## src/rtl/qtpa_pkg.sv

```systemverilog
// Shared types for the execute->writeback pipeline register: payload layout and
// the occupancy-state encoding used by pipe_reg_skid.
package qtpa_pkg;

    localparam int unsigned DATA_WIDTH = 16;

    typedef struct packed {
        logic [DATA_WIDTH-1:0] alu_result;
        logic [3:0]            rd_addr;
        logic                  we;
        logic                  flag_zero;
        logic                  flag_carry;
        logic                  flag_ovf;
    } ex_wb_payload_t;

    localparam int unsigned QTPA_PAYLOAD_W = $bits(ex_wb_payload_t);

    typedef enum logic [1:0] {
        ST_EMPTY = 2'd0,
        ST_ONE   = 2'd1,
        ST_FULL  = 2'd2
    } skid_state_e;

endpackage

```

## src/rtl/pipe_reg_skid.sv

```systemverilog
// Valid/ready pipeline stage: either a two-entry skid buffer with a flopped
// in_ready, or a single register with combinational in_ready.
module pipe_reg_skid
    import qtpa_pkg::*;
#(
    parameter int unsigned PAYLOAD_W  = QTPA_PAYLOAD_W,
    parameter bit          SKID_EN    = 1'b1,
    parameter bit          FLUSH_ZERO = 1'b1
) (
    input  logic                 clk,
    input  logic                 rst,
    input  logic                 flush,
    input  logic                 in_valid,
    input  logic [PAYLOAD_W-1:0] in_data,
    output logic                 in_ready,
    output logic                 out_valid,
    output logic [PAYLOAD_W-1:0] out_data,
    input  logic                 out_ready,
    output logic [1:0]           occupancy
);

    logic                 r_out_valid;
    logic [PAYLOAD_W-1:0] r_out_data;

    logic                 w_skid_valid;
    logic [PAYLOAD_W-1:0] w_skid_data;
    logic                 w_skid_load;
    logic                 w_skid_clr;
    logic                 w_skid_zero;

    logic                 w_in_xfer;
    logic                 w_out_xfer;
    logic                 w_nxt_out_valid;
    logic [PAYLOAD_W-1:0] w_nxt_out_data;
    skid_state_e          w_state;

    assign w_in_xfer  = in_valid & in_ready;
    assign w_out_xfer = r_out_valid & out_ready;
    assign w_state    = w_skid_valid ? ST_FULL : (r_out_valid ? ST_ONE : ST_EMPTY);

    always_comb begin
        w_nxt_out_valid = r_out_valid;
        w_nxt_out_data  = r_out_data;
        w_skid_load     = 1'b0;
        w_skid_clr      = 1'b0;
        w_skid_zero     = 1'b0;
        case (w_state)
            ST_EMPTY: begin
                if (w_in_xfer) begin
                    w_nxt_out_valid = 1'b1;
                    w_nxt_out_data  = in_data;
                end
            end
            ST_ONE: begin
                if (w_in_xfer && w_out_xfer) begin
                    w_nxt_out_data = in_data;
                end else if (w_in_xfer) begin
                    w_skid_load = 1'b1;
                end else if (w_out_xfer) begin
                    w_nxt_out_valid = 1'b0;
                end
            end
            ST_FULL: begin
                if (w_out_xfer) begin
                    w_nxt_out_data = w_skid_data;
                    w_skid_clr     = 1'b1;
                end
            end
            default: begin
                w_nxt_out_valid = 1'b0;
                w_skid_clr      = 1'b1;
            end
        endcase
        // Flush overrides everything: the offered payload is dropped and any
        // coinciding out-transfer still completes from the current out_data.
        if (flush) begin
            w_nxt_out_valid = 1'b0;
            w_skid_load     = 1'b0;
            w_skid_clr      = 1'b1;
            if (FLUSH_ZERO) begin
                w_nxt_out_data = '0;
                w_skid_zero    = 1'b1;
            end
        end
    end

    always_ff @(posedge clk) begin
        if (rst) begin
            r_out_valid <= 1'b0;
            r_out_data  <= '0;
        end else begin
            r_out_valid <= w_nxt_out_valid;
            r_out_data  <= w_nxt_out_data;
        end
    end

    generate
        if (SKID_EN) begin : g_skid
            logic                 r_skid_valid;
            logic [PAYLOAD_W-1:0] r_skid_data;

            always_ff @(posedge clk) begin
                if (rst) begin
                    r_skid_valid <= 1'b0;
                    r_skid_data  <= '0;
                end else begin
                    if (w_skid_load) begin
                        r_skid_valid <= 1'b1;
                        r_skid_data  <= in_data;
                    end else if (w_skid_clr) begin
                        r_skid_valid <= 1'b0;
                    end
                    if (w_skid_zero) r_skid_data <= '0;
                end
            end

            assign w_skid_valid = r_skid_valid;
            assign w_skid_data  = r_skid_data;
            assign in_ready     = ~r_skid_valid;
        end else begin : g_noskid
            logic w_unused;
            assign w_unused     = ^{w_skid_load, w_skid_clr, w_skid_zero};
            assign w_skid_valid = 1'b0;
            assign w_skid_data  = '0;
            assign in_ready     = out_ready | ~r_out_valid;
        end
    endgenerate

    assign out_valid = r_out_valid;
    assign out_data  = r_out_data;
    assign occupancy = {1'b0, r_out_valid} + {1'b0, w_skid_valid};

endmodule

```

## config.mk

```make
export PLATFORM = sky130hd
export DESIGN_NAME = pipe_reg_skid
export DESIGN_NICKNAME = d
export VERILOG_FILES = /design/src/rtl/qtpa_pkg.sv /design/src/rtl/pipe_reg_skid.sv
export SDC_FILE = /design/constraint.sdc
export NUM_CORES = 1
export LEC_CHECK = 0
export CORE_MARGIN = 5
export CORE_UTILIZATION = 50
export DETAILED_ROUTE_END_ITERATION = 8
export GPL_TIMING_DRIVEN = 0
export PLACE_DENSITY = 0.8
export SETUP_SLACK_MARGIN = 0.15
export SYNTH_ARGS = -nofsm -noshare
export SYNTH_HDL_FRONTEND = slang
export SYNTH_SLANG_ARGS = --single-unit
```

## constraint.sdc

```tcl
create_clock -name clk -period 2.8 [get_ports clk]
set_input_delay 0.28 -clock clk [delete_from_list [all_inputs] [get_ports clk]]
set_output_delay 0.28 -clock clk [all_outputs]
set_load 0.02 [all_outputs]
```

* Yosys cells after proc, flatten, opt, wreduce, memory -nomap -nowiden
Cells that the tools add are included.
Storage, ports and cells: output and inout port bits 28, register bits after elaboration 50, logic and storage cells 47, input bits 29
Cells by class: equal/unequal tests 8, bitwise gates (word level) 4, reduce and logical (&&, ||, !) cells 9, add/sub/neg operators 1, muxes and demuxes 21
Operators by type and width (count):
- 2-to-1 mux 24 bit | 3
- case mux 24 bit (3 select lines) | 1
- 2-to-1 mux 1 bit | 14
- != test 2 bit (second input constant) | 6
- OR reduction 2 bit | 3
- AND reduction 5 bit | 1
- AND reduction 4 bit | 1
- case mux 1 bit (3 select lines) | 1
- nonzero test 3 bit | 1
- adder 1 x 1 -> 2 bit | 1
- AND 1 bit | 2
- equality test 2 x 1 -> 1 bit (second input constant) | 1
- equality test 2 bit (second input constant) | 1
- zero test 2 bit | 1
- 2-to-1 mux 2 bit | 1
- NOT 1 bit | 2
- case mux 1 bit (2 select lines) | 1
- nonzero test 2 bit | 1
- logical AND 1 bit | 1

* Logic depth before layout (Yosys ltp)
depth in word-level cells 8, gate-level depth with buffers 9, depth with buffers taken out 6

* Worst setup path after synthesis
Ideal clock, no wire load.
kind register to register, start point reg g_skid.r_skid_valid, end point reg r_out_data[10], in the netlist out_data[10], path slack 685 ps, clock period less this slack 2115 ps, required time 2654 ps, stages on the path, launching flop included 10, setup time 146 ps, arrival 1969 ps, buffers on the path 3, path through dfxtp_1 > inv_1 > ha_1 > buf_6 > or2_1 > or2_1 > buf_6 > clkbuf_1 > a211oi_1 > a211oi_2
Between the ends: longest elaborated chain between the ends 5, elaborated cells on any way between the ends 13, classes of those cells eq/ne: 5; mux: 2; bitwise: 2; reduce/logical: 4
RTL lines:
- start, declared | line pipe_reg_skid.sv:99 | logic r_skid_valid;
- start signal, assigned | line pipe_reg_skid.sv:104 | r_skid_valid <= 1'b0;
- start signal, assigned | line pipe_reg_skid.sv:108 | r_skid_valid <= 1'b1;
- start signal, assigned | line pipe_reg_skid.sv:111 | r_skid_valid <= 1'b0;
- NOT 1 bit (*) | line pipe_reg_skid.sv:119 | assign in_ready = ~r_skid_valid;
- via in_ready | line pipe_reg_skid.sv:15 | output logic in_ready,
- AND 1 bit (*) | line pipe_reg_skid.sv:37 | assign w_in_xfer = in_valid & in_ready;
- logical AND 1 bit | line pipe_reg_skid.sv:55 | if (w_in_xfer && w_out_xfer) begin
- != test 2 bit (no line)
- AND reduction 4 bit (no line) (*)
- end signal, assigned | line pipe_reg_skid.sv:93 | r_out_data <= w_nxt_out_data;
- end, declared | line pipe_reg_skid.sv:23 | logic [PAYLOAD_W-1:0] r_out_data;
Mark *: on every way through the listed nets, which the timed path passes. The rest lies on a longest branch. A chain may end at the register's enable or synchronous reset.

* Worst setup path after layout
start point reg g_skid.r_skid_valid, end point reg r_out_data[8], in the netlist out_data[8]
Between the ends: longest elaborated chain between the ends 5, elaborated cells on any way between the ends 13, classes of those cells eq/ne: 5; mux: 2; bitwise: 2; reduce/logical: 4
RTL lines:
- parallel branches: the longest is 5 deep, another holds AND reduction 4 bit
Several ways; the timed one is not identified.

==> impl_metrics.csv <==
group,metric,value,unit
logic_synthesis,synth.area.top_cells,"dfxtp_1 41%, mux2_2 11%, a211oi_2 10%",
global_routing,antenna_found_initial,0,
floorplan,rows,25,
routing,drtAntennaViolNets,0,
logic_synthesis,ys_warn_count,0,
clock_network,root_buffer,"clkbuf_8",
floorplan,die_y,80.11,um
logic_synthesis,ys_types,24,
logic_synthesis,postSynthAreaPerCell,10.07,um2
worst_hold_path,hp-start,"out_data[20]",
power_and_ir_drop,netSwitchingFraction,27.94,%
timing,setup_violations,0,
routing,vias_per_cell,5.094,
global_routing,grt_start_max_net_pins,15,
routing,drt-total-wl,5139,um
timing,worstMarginPinSlew,0.6765,ns
global_routing,overflow,0,
timing,fmax,438.1,MHz
final_layout,instances_no_fill,374,
critical_path,arrival,2.45,ns
routing,wl_per_cell,13.74,um
logic_synthesis,async_reset_ff_share,0,%
routing,drc,0,
logic_synthesis,synth.top_cells.by_count,"50 x dfxtp_1, 28 x a211oi_1, 28 x inv_1",
critical_path,crit_path_start,"g_skid.r_skid_valid",
clock_network,cts_setup_buffers,0,
final_layout,multi_input_area,1232,um2
critical_path,critPathMaxFanout,10,
logic_synthesis,netlist_instances,244,
routing,dr_total_vias,1905,
clock_network,htree_num_levels,2,
global_routing,grt_pass1_vias,1810,
clock_network,cts_buffer_depth,2,
placed_design,portBuffers,56,
clock_network,clk_pin_slew,0.09,ns
critical_path,cp-end-kind,"flop",
timing,skew,0.004600,ns
logic_synthesis,synth_edf_count,0,
final_layout,diodes,0,
worst_hold_path,hp-class,"reg2reg",
timing,tns,0,ns
clock_network,cts_resized,0,
critical_path,cp_cell_sequence,"inv_1 -> ha_1 -> buf_6 -> or2_1 -> or2_1 -> buf_6 -> clkbuf_1 -> a211oi_1 -> a211oi_2",
placed_design,dp_hpwl,3804,um
critical_path,reg2reg_depth,9,
critical_path,cpMaxStageDelayCell,"dfxtp_1",
logic_synthesis,yosysSeqAreaShare,40.73,%
routing,drtIter0Drc,93,
final_layout,fin_nets,340,
clock_network,clkLatencyLatePin,0.30,ns
timing,rsz0062_at_grt,"false",
global_routing,grtUsageTotal,16.67,%
timing,finalCritPeriodShare,81.52,%
placed_design,gp_congestion,0.7470,
placed_design,dp_cells,367,
power_and_ir_drop,peakVddDrop,0.2628,mV
timing,layout_min_cycle_time,2.283,ns
power_and_ir_drop,p_total,0.001467,W
critical_path,worst_path_dominant_cell_family,"buffers and inverters",
floorplan,die_w,80.11,um
critical_path,cp_num_cells,9,
power_and_ir_drop,p_comb_share,21.1,%
timing,slew_headroom,54.90,%
critical_path,critPathBufInv,4,
logic_synthesis,synthesis.area,2457,um2
critical_path,path_class,"reg2reg",
power_and_ir_drop,internal-power,0.001057,W
clock_network,cts_sinks,50,
critical_path,r2r_slack,0.52,ns
critical_path,critPathMaxStageDelay,0.43,ns
routing,firstDrtPassIters,4,
logic_synthesis,synth-seq-cells,50,
clock_network,hold_buffers,0,
logic_synthesis,synth_top_area_share,40.73,%
flow_run,drv_cap,0,
global_routing,grt_pass1_wl,8445,um
floorplan,die_area,6417,um2
floorplan,design.core.area,4755,um2
critical_path,regToRegStartpoint,"g_skid.r_skid_valid",
logic_synthesis,ys.flop_type,"dfxtp_1",
timing,hold_viol,0,
power_and_ir_drop,power_density,461.1,nW/um2
floorplan,initial_utilization,51.68,%
floorplan,ios,57,
final_layout,register_area,1001,um2
clock_network,cts_tree,"yes",
final_layout,drive_above_1_share,19.87,%
run_status,status,"complete, no violations",
final_layout,nFillCells,421,
final_layout,post-route-util,66.92,%
power_and_ir_drop,p_sw,0.0004099,W
power_and_ir_drop,pwr-share-clk,27.7,%
logic_synthesis,yosysMostFrequentCell,"dfxtp_1",
logic_synthesis,yosysTopAreaCell,"dfxtp_1",
power_and_ir_drop,p_leak,1.238,nW
critical_path,crit_path_end,"out_data[8]",
critical_path,critPathRequiredTime,2.97,ns
final_layout,area_growth,29.48,%
critical_path,timing.rr.end,"out_data[8]",
critical_path,crit_path_start_kind,"flop",
logic_synthesis,synth_fp_nets,277,
clock_network,cts_buffers,5,
power_and_ir_drop,seqPwrFrac,51.2,%
timing,slew_viol_final,0,
-- per-stage QoR --
step | instance area (um2) | hold WS (ns) | setup WS (ns)
2_1_floorplan | 2457 | 0.4239 | 0.6851
6_report | 3182 | 0.4669 | 0.5173
5_1_grt | 3182 | 0.4929 | 0.3515
3_3_place_gp | 3102 | 0.4553 | 0.5607
4_1_cts | 3182 | 0.4708 | 0.5291
3_5_place_dp | 3102 | 0.4574 | 0.5437
-- power by group through the flow --
stage / Combinational [W] / Clock (W) / Sequential (W)
CTS: 0.000312 / 0.000419 / 0.000751
floorplan: 0.000161 / 0 / 0.000793
global route: 0.000334 / 0.000447 / 0.000755
finish: 0.000310 / 0.000406 / 0.000751
detailed placement: 0.000310 / 0 / 0.000768
global placement: 0.000308 / 0 / 0.000767
-- state kept, by name (all words and copies together), names as in the netlist --
| name | cells |
|---|---|
| out_valid | 1 |
| out_data | 24 |
| g_skid.r_skid_valid | 1 |
| g_skid.r_skid_data | 24 |
-- layer usage --
metal	share of wire (%)	track usage, %
met1	50	23.16
met3	5.3	3.924
met4	1.1	4.561
met2	44	25.83
met5	0	0
-- worst min-delay path by stage --
stage / endpoint / slack [ns] / cells after the start
2_1_floorplan: g_skid.r_skid_data[0] / 0.42 / 2
3_3_place_gp: out_data[20] / 0.46 / 2
3_5_place_dp: out_data[20] / 0.46 / 2
4_1_cts: out_data[20] / 0.47 / 2
5_1_grt: out_data[22] / 0.49 / 2
6_report: out_data[20] / 0.47 / 2
-- worst reg2reg max path: cells and delay by family, from the launching register on --
kind | cells | cell delay, ns
flops | 1 | 0.43
simple gates | 2 | 0.46
fa+ha+maj | 1 | 0.20
compound gates | 2 | 0.45
buf+inv | 4 | 0.60
-- cells by family after synthesis --
kind of cell | share of synthesized area (%)
AND/OR/NAND/NOR | 6.110
AO/OA/AOI/OAI | 21.23
multiplexers | 20.77
buffers and inverters | 9.113
adder cells (fa/ha/maj) | 2.037
flip-flops | 40.73
-- placed cells by master (no fill, tap or decap), drive strengths merged --
cell and n:
clkdlybuf4s50 56, clkbuf 18, o21ai 4, o2bb2ai 1
ha 4, clkinvlp 1, nand2 4, nand4b 1
buf 10, a211oi 48, a21o 2, a21oi 2
nand2b 1, inv 28, dfxtp 50, mux2 24
nor2b 1, or2 3, nand3 1, mux2i 24
nor2 24
-- cell type report --
type / count / area share, %
clock buffers: 6 / 2.281
flip-flops and latches: 50 / 31.46
well taps: 67 / 2.635
repair buffers: 56 / 17.62
plain buffers: 22 / 3.736
multi-input cells: 144 / 38.73
inverters: 28 / 3.303
clock inverters: 1 / 0.2359
Note: power is estimated with default switching activity, not from simulation.
